<file path="src/rtl/dram_arbiter.sv">
// Round-robin arbiter sharing one single-port DRAM among NUM_CORES cores; define DRAM_ARB_FIXED_PRIO_EN for lowest-index-wins priority.
// Latency: write ack at t+2, read ack/rdata at t+1+RD_LAT; one transaction at a time, req held until the ack pulse.
module dram_arbiter #(
    parameter int NUM_CORES = 4,
    parameter int ADDR_W    = 16,
    parameter int DATA_W    = 8,
    parameter int RD_LAT    = 1
) (
    input  logic                        clk,
    input  logic                        rst,
    input  logic [NUM_CORES-1:0]        req,
    input  logic [NUM_CORES-1:0]        we,
    input  logic [NUM_CORES*ADDR_W-1:0] addr,
    input  logic [NUM_CORES*DATA_W-1:0] wdata,
    output logic [NUM_CORES-1:0]        gnt,
    output logic [NUM_CORES-1:0]        ack,
    output logic [DATA_W-1:0]           rdata,
    output logic [ADDR_W-1:0]           mem_addr,
    output logic [DATA_W-1:0]           mem_wdata,
    output logic                        mem_we,
    input  logic [DATA_W-1:0]           mem_rdata,
    output logic                        busy
);
    localparam int SEL_W = (NUM_CORES > 1) ? $clog2(NUM_CORES) : 1;
    localparam int CNT_W = (RD_LAT > 1) ? $clog2(RD_LAT) : 1;

    typedef enum logic [1:0] {IDLE, ISSUE, WAIT, DONE} state_t;

    state_t               state_q, state_d;
    logic [SEL_W-1:0]     sel_q, sel_d, win;
    logic [CNT_W-1:0]     cnt_q, cnt_d;
    logic                 we_q, we_d;
    logic [NUM_CORES-1:0] gnt_q, gnt_d, ack_q, ack_d;
    logic [DATA_W-1:0]    rdata_q, rdata_d, mem_wdata_q, mem_wdata_d;
    logic [ADDR_W-1:0]    mem_addr_q, mem_addr_d;
    logic                 mem_we_q, mem_we_d, busy_q, busy_d;
`ifndef DRAM_ARB_FIXED_PRIO_EN
    logic [SEL_W-1:0]     rr_ptr_q, rr_ptr_d;
`endif

    // Reverse scan so the candidate closest to the search start wins.
    always_comb begin
        win = '0;
`ifdef DRAM_ARB_FIXED_PRIO_EN
        for (int i = NUM_CORES - 1; i >= 0; i--) begin
            if (req[i]) win = SEL_W'(i);
        end
`else
        for (int k = NUM_CORES - 1; k >= 0; k--) begin
            if (req[(int'(rr_ptr_q) + k) % NUM_CORES])
                win = SEL_W'((int'(rr_ptr_q) + k) % NUM_CORES);
        end
`endif
    end

    always_comb begin
        state_d     = state_q;
        sel_d       = sel_q;
        cnt_d       = cnt_q;
        we_d        = we_q;
        gnt_d       = gnt_q;
        ack_d       = '0;
        rdata_d     = rdata_q;
        mem_addr_d  = mem_addr_q;
        mem_wdata_d = mem_wdata_q;
        mem_we_d    = 1'b0;
        case (state_q)
            IDLE: begin
                if (|req) begin
                    sel_d       = win;
                    we_d        = we[win];
                    mem_addr_d  = addr[int'(win)*ADDR_W +: ADDR_W];
                    mem_wdata_d = wdata[int'(win)*DATA_W +: DATA_W];
                    mem_we_d    = we[win];
                    gnt_d       = '0;
                    gnt_d[win]  = 1'b1;
                    state_d     = ISSUE;
                end
            end
            ISSUE: begin
                if (we_q || RD_LAT == 1) begin
                    state_d = DONE;
                end else begin
                    cnt_d   = CNT_W'(RD_LAT - 1);
                    state_d = WAIT;
                end
            end
            WAIT: begin
                cnt_d = cnt_q - 1'b1;
                if (cnt_q == CNT_W'(1)) state_d = DONE;
            end
            DONE: begin
                gnt_d   = '0;
                state_d = IDLE;
            end
            default: state_d = IDLE;
        endcase
        // DONE is only ever entered from ISSUE or WAIT, so this fires once per transaction.
        if (state_d == DONE) begin
            ack_d[sel_q] = 1'b1;
            if (!we_q) rdata_d = mem_rdata;
        end
        busy_d = (state_d != IDLE);
    end

    always_ff @(posedge clk or negedge rst) begin
        if (!rst) begin
            state_q     <= IDLE;
            sel_q       <= '0;
            cnt_q       <= '0;
            we_q        <= 1'b0;
            gnt_q       <= '0;
            ack_q       <= '0;
            rdata_q     <= '0;
            mem_addr_q  <= '0;
            mem_wdata_q <= '0;
            mem_we_q    <= 1'b0;
            busy_q      <= 1'b0;
        end else begin
            state_q     <= state_d;
            sel_q       <= sel_d;
            cnt_q       <= cnt_d;
            we_q        <= we_d;
            gnt_q       <= gnt_d;
            ack_q       <= ack_d;
            rdata_q     <= rdata_d;
            mem_addr_q  <= mem_addr_d;
            mem_wdata_q <= mem_wdata_d;
            mem_we_q    <= mem_we_d;
            busy_q      <= busy_d;
        end
    end

`ifndef DRAM_ARB_FIXED_PRIO_EN
    always_comb begin
        rr_ptr_d = rr_ptr_q;
        if (state_q == DONE) rr_ptr_d = SEL_W'((int'(sel_q) + 1) % NUM_CORES);
    end

    always_ff @(posedge clk or negedge rst) begin
        if (!rst) rr_ptr_q <= '0;
        else      rr_ptr_q <= rr_ptr_d;
    end
`endif

    assign gnt       = gnt_q;
    assign ack       = ack_q;
    assign rdata     = rdata_q;
    assign mem_addr  = mem_addr_q;
    assign mem_wdata = mem_wdata_q;
    assign mem_we    = mem_we_q;
    assign busy      = busy_q;
endmodule

</file>
<file path="config.mk">
export PLATFORM = sky130hd
export DESIGN_NAME = dram_arbiter
export DESIGN_NICKNAME = d
export VERILOG_FILES = /design/src/rtl/dram_arbiter.sv
export SDC_FILE = /design/constraint.sdc
export NUM_CORES = 1
export LEC_CHECK = 0
export BUFFER_PORTS_ARGS = -buffer_cell sky130_fd_sc_hd__buf_2
export CORE_MARGIN = 2
export CORE_UTILIZATION = 30
export CTS_CLUSTER_DIAMETER = 200
export DETAILED_ROUTE_END_ITERATION = 16
export GPL_ROUTABILITY_DRIVEN = 0
export PLACE_DENSITY = 0.63
export SLEW_MARGIN = 20
export SYNTH_ARGS = -nofsm -noshare
export SYNTH_HDL_FRONTEND = slang
export SYNTH_SLANG_ARGS = --single-unit
</file>
<file path="constraint.sdc">
create_clock -name clk -period 2.3 [get_ports clk]
set_input_delay 0.115 -clock clk [delete_from_list [all_inputs] [get_ports clk]]
set_output_delay 0.115 -clock clk [all_outputs]
set_load 0.03 [all_outputs]
</file>
=== Word-level counts from Yosys, hierarchy flattened ===
Cells that the tools add are included.

* Register bits: 50
* Bits of input ports: 114
* Output and inout port bits: 42
* Word-level logic and storage cells: 77

* Add/subtract/negate cells: 5
* Order comparisons: 8
* Eq/ne operators: 5
* Shift operators: 2
* Muxes and demuxes: 29
* Bitwise gates (word level): 4
* Reduce and logical (&&, ||, !) cells: 12

{| class="wikitable"
|+ Operators by type and width
! cell !! count
|-
| indexed part select 64 x 7 -> 16 bit || 1
|-
| indexed part select 32 x 6 -> 8 bit || 1
|-
| less-than comparator 3 x 4 -> 1 bit (second input constant) || 3
|-
| 2-to-1 mux 1 bit || 12
|-
| 2-to-1 mux 2 bit || 6
|-
| binary-select mux 1 bit (select 2 bit) || 5
|-
| less-than comparator 2 x 3 -> 1 bit (second input constant) || 3
|-
| 2-to-1 mux 4 bit || 2
|-
| one-hot mux 2 bit (4 select lines) || 1
|-
| one-hot mux 4 bit (2 select lines) || 1
|-
| == test 2 bit (second input constant) || 3
|-
| AND reduction 2 bit || 3
|-
| OR reduction 2 bit || 3
|-
| adder 2 x 1 -> 2 bit (second input constant) || 2
|-
| adder 2 bit (second input constant) || 2
|-
| demux 1 bit (select 2 bit) || 2
|-
| greater-or-equal comparator 2 x 1 -> 1 bit (second input constant) || 2
|-
| nonzero test 2 bit || 2
|-
| OR reduction 4 bit || 1
|-
| bitwise AND 1 bit (first input constant) || 3
|-
| == test 2 x 1 -> 1 bit (second input constant) || 1
|-
| logical AND 1 bit || 2
|-
| logical NOT 2 bit || 1
|-
| inequality test 2 bit (second input constant) || 1
|-
| 2 further kinds || 2
|}

=== Depth between registers and ports, before layout ===
* Word-level depth: 16
* Depth in mapped cells: 8
* Mapped depth without buffers: 6

=== Worst setup path before layout ===
OpenSTA, ideal clock, no wires.

* Kind: flip-flop to flip-flop
* From: register state_q[0]
* To: register rdata_q[0] (netlist: rdata[0])
* Setup time: 0.128 ns
* Data arrival time: 1.638 ns
* Data required time: 2.172 ns
* Setup slack: 0.535 ns
* Stages on the path, launching flop included: 7
* Path buffers: 0
* Period minus slack after synthesis: 1.765 ns
* Cell sequence: dfrtp_1 inv_1 ha_1 and2_1 a22oi_2 nand3b_4 mux2_1

* Longest elaborated chain between the ends: 4
* Elaborated cells on any way between the ends: 9
* Those cells by class: 4 x eq/ne; 3 x mux; 2 x reduce/logical

{| class="wikitable"
|+ Ends and longest elaborated chain
! element !! RTL line !! source
|-
| from (decl) || 29 || <nowiki>state_t state_q, state_d;</nowiki>
|-
| from (signal assigned) || 120 || <nowiki>state_q <= state_d;</nowiki>
|-
| == test 2 bit (tied with other cells) || 67 || <nowiki>case (state_q)</nowiki>
|-
| one-hot mux 2 bit (4 select lines) (*) || 67 ||
|-
| net state_d[0] || 29 ||
|-
| == test 2 bit (*) || 99 || <nowiki>if (state_d == DONE) begin</nowiki>
|-
| AND reduction 2 bit (no source line) (*) || - ||
|-
| to (signal assigned) || 126 || <nowiki>rdata_q <= rdata_d;</nowiki>
|-
| to (decl) || 34 || <nowiki>logic [DATA_W-1:0] rdata_q, rdata_d, mem_wdata_q, mem_wdata_d;</nowiki>
|}

The timed path passes the listed nets; every way through them passes the cells marked *.
A chain may end at the register's enable or synchronous reset.

=== Final worst setup path ===
* From: register rr_ptr_q[1]
* To: register mem_addr_q[2] (netlist: mem_addr[2])

* Longest elaborated chain between the ends: 9
* Elaborated cells on any way between the ends: 19
* Those cells by class: 3 x add/sub; 1 x shift; 15 x mux

{| class="wikitable"
|+ Ends and longest elaborated chain
! element !! RTL line !! source
|-
| from (decl) || 38 || <nowiki>logic [SEL_W-1:0] rr_ptr_q, rr_ptr_d;</nowiki>
|-
| from (signal assigned) || 142 || <nowiki>else rr_ptr_q <= rr_ptr_d;</nowiki>
|-
| adder 2 bit || 50, 51 ||
|-
| binary-select mux 1 bit (select 2 bit) || 50 || <nowiki>if (req[(int'(rr_ptr_q) + k) % NUM_CORES])</nowiki>
|-
| 2-to-1 mux 1 bit (not written as such) (2 in series) || 50 ||
|-
| 2-to-1 mux 2 bit (3 in series) || 50 ||
|-
| 2-to-1 mux 2 bit (*) || 50 ||
|-
| indexed part select 64 x 7 -> 16 bit (*) || 72 || <nowiki>mem_addr_d = addr[int'(win)*ADDR_W +: ADDR_W];</nowiki>
|-
| to (signal assigned) || 127 || <nowiki>mem_addr_q <= mem_addr_d;</nowiki>
|-
| to (decl) || 35 || <nowiki>logic [ADDR_W-1:0] mem_addr_q, mem_addr_d;</nowiki>
|}

Every way passes the cells marked *; elsewhere a longest branch is shown, timed or not. The select of a mux whose other input is x is not followed.

==> impl_metrics.json <==
{
  "drive_gt1_share_pct": 42.7,
  "die_w_um": 101,
  "cp-end-kind": "flip-flop",
  "worstReg2RegEnd": "mem_addr[2]$_DFFE_PN0P_",
  "syn_avg_cell_area_um2": 9.69,
  "synthTopCellsByArea": "dfrtp_1 (45%), nand3_1 (8.2%), a221oi_1 (7.2%), a31oi_1 (5.3%), nor2_1 (3.7%)",
  "worstSetupStartpointType": "flip-flop",
  "syn_area_um2": 2810,
  "rsz0062_at_grt": "false",
  "whs_ps": 8.39,
  "overflow": 0,
  "hold_path.class": "primary input to flip-flop",
  "grt_usage_pct": 16.9,
  "hold_viol": 0,
  "fin_nets": 559,
  "r2r-start": "rr_ptr_q[1]$_DFFE_PN0P_",
  "dr.pass1.iters": 4,
  "vdd_drop_max_mv": 0.520,
  "crit_required_ps": 2510,
  "crit_arrival_ps": 2250,
  "synth_cells": 290,
  "seq_power_share_pct": 30.4,
  "port_buffers": 155,
  "dp_hpwl_mm": 6.58,
  "power.density_nw_per_um2": 1380,
  "cts_made_buffers": 5,
  "synth_top_area_share_pct": 44.5,
  "hp-start": "mem_rdata[0]",
  "antenna_cells": 0,
  "p_int_w": 0.00262,
  "wl_per_cell_um": 15.7,
  "ys_top_cells_by_count": "dfrtp_1 (50), nand3_1 (46), nor2_1 (28)",
  "synth_seq_area_share_pct": 44.5,
  "r2r_cells": 5,
  "htreeDepth": 2,
  "cts_sinks": 50,
  "antenna_found_initial": 0,
  "grt_pass1_wl_mm": 13.6,
  "die_area_um2": 10200,
  "worst_slew_pin_slew_ps": 563,
  "synth.distinct_cells": 43,
  "criticalPathCategory": "flip-flop to flip-flop",
  "hold_end": "rdata[0]$_DFFE_PN0P_",
  "path_max_fanout": 22,
  "whs_path_depth": 2,
  "status": "complete, no violations",
  "yosysTopAreaCell": "dfrtp_1",
  "postRouteAntennaNets": 0,
  "max_freq_mhz": 491,
  "fp-row-count": 35,
  "core_um2": 9150,
  "clock-root-buffer": "clkbuf_8",
  "yosys.cell_count.top_type": "dfrtp_1",
  "drc": 0,
  "fin_worst_skew_ps": 13.0,
  "ff2ff_setup_slack_ps": 260,
  "cts_tree": "done",
  "first_global_vias": 2844,
  "syn-num-nets": 412,
  "area_growth_syn_to_layout_pct": 34.0,
  "synthArstFlopShare_pct": 100,
  "ys_ff_latch": 50,
  "io_pins": 156,
  "swShare_pct": 49.5,
  "drv_cap": 0,
  "clk_latency_ps": 310,
  "period_share_pct": 88.5,
  "clockBufferDepth": 2,
  "die_h_um": 101,
  "vias": 2907,
  "setup_viol": 0,
  "tns_ps": 0,
  "start_util_pct": 30.7,
  "p_leak_nw": 1.81,
  "period_minus_slack_ps": 2040,
  "clk_pin_slew_ps": 110,
  "viasPerCell": 5.30,
  "p_comb_share_pct": 59.0,
  "yosysWarnings": 0,
  "detail_route.wirelength_mm": 8.65,
  "slew_headroom_pct": 62.5,
  "synth_edf_count": 0,
  "synthFlopType": "dfrtp_1",
  "grt_max_degree": 44,
  "slew_violations": 0,
  "p_switching_w": 0.00257,
  "drt_iter0_markers": 91,
  "clockPowerShare_pct": 10.6
}
[state kept, by name, summed over array words and instances (netlist names)]
register / flops
mem_addr: 16
busy: 1
sel_q: 2
mem_wdata: 8
rr_ptr_q: 2
we_q: 1
mem_we: 1
cnt_q: 1
gnt: 4
state_q: 2
ack: 4
rdata: 8
[per-stage QoR]
stage	instance area [µm²]	util, %	instances	total power (W)	setup slack (ps)
after detailed placement	3660	40.0	540	0.00468	314
after global routing	3770	41.2	549	0.00563	115
after floorplan	2810	-	290	0.00381	535
after global placement	3660	40.0	540	0.00462	381
after CTS	3770	41.2	549	0.00525	289
final	3770	41.2	549	0.00518	264
[cell usage in the layout (no fill, tap or decap), types with 2 or more instances in the layout]
| cell | synthesis | final |
|---|---|---|
| ha_1 | 8 | 8 |
| dfrtp_1 | 50 | 50 |
| nand3_1 | 46 | 46 |
| buf_2 | 14 | 155 |
| nand2_1 | 11 | 11 |
| mux2_1 | 8 | 8 |
| clkinv_4 | 0 | 2 |
| clkbuf_8 | 0 | 5 |
| inv_1 | 8 | 8 |
| and2_1 | 2 | 2 |
| a221oi_2 | 2 | 2 |
| and3_1 | 4 | 4 |
| nor2_1 | 28 | 28 |
| o21ai_1 | 6 | 6 |
| mux2i_1 | 3 | 3 |
| nor2b_1 | 5 | 4 |
| a21oi_1 | 8 | 8 |
| buf_4 | 5 | 9 |
| a221oi_1 | 23 | 23 |
| o21ai_0 | 4 | 4 |
| nand2b_1 | 2 | 2 |
| a31oi_1 | 24 | 24 |
| a21boi_0 | 2 | 2 |
[repair_timing]
action | CTS | global route
hold buffers | 1 | 0
resized for setup | 0 | 0
hold endpoints to repair | 22 | 0
setup buffers | 0 | 0
[power by group through the flow]
stage	combinational [W]	clock [W]	sequential (W)
2_1_floorplan	0.00155	0	0.00225
3_3_place_gp	0.00304	0	0.00158
3_5_place_dp	0.00308	0	0.00160
4_1_cts	0.00309	0.000577	0.00158
5_1_grt	0.00338	0.000609	0.00164
6_report	0.00306	0.000548	0.00158
[layer usage]
layer  track usage (%)  vias up  share of wire (%)
met5                 0        -                  0
met1              20.7     1407                 42
met3              3.33       16                6.5
li1                  -     1375                  -
met4              6.11        0                1.8
met2              29.3      109                 50
[final cells by class]
class	count	area, µm²
clock buffer	5	68.8
multi-input combinational	206	1380
timing repair buffer	166	873
inverter	8	30.0
tap	111	139
clock inverter	3	28.8
fill	952	5390
sequential	50	1250
[cell families (layout without fill, tap and decap cells)]
logic type / count (synthesis) / count (layout) / share of synthesized area [%]
adders and majority gates: 8 / 8 / 3.56
buffers and inverters: 34 / 182 / 6.63
muxes: 11 / 11 / 4.27
and+or+nand+nor: 106 / 106 / 19.1
AOI/OAI and AO/OA: 80 / 80 / 21.6
xor gates and xnor gates: 1 / 1 / 0.312
DFF: 50 / 50 / 44.5
[worst max-delay path by stage]
stage | startpoint | to
after floorplan | state_q[0]$_DFF_PN0_ | rdata[0]$_DFFE_PN0P_
after global placement | rr_ptr_q[1]$_DFFE_PN0P_ | mem_addr[12]$_DFFE_PN0P_
after detailed placement | state_q[0]$_DFF_PN0_ | rdata[1]$_DFFE_PN0P_
after CTS | rr_ptr_q[1]$_DFFE_PN0P_ | mem_addr[2]$_DFFE_PN0P_
after global routing | state_q[0]$_DFF_PN0_ | rdata[5]$_DFFE_PN0P_
final | rr_ptr_q[1]$_DFFE_PN0P_ | mem_addr[2]$_DFFE_PN0P_
[critical path: stages, from the launching register on]
cell	delay, ps
dfrtp_1	530
nand2b_4	210
a21boi_2	260
a31o_2	560
a221oi_1	150
a31oi_1	230
No activity file was read; power rests on OpenSTA's default activity.
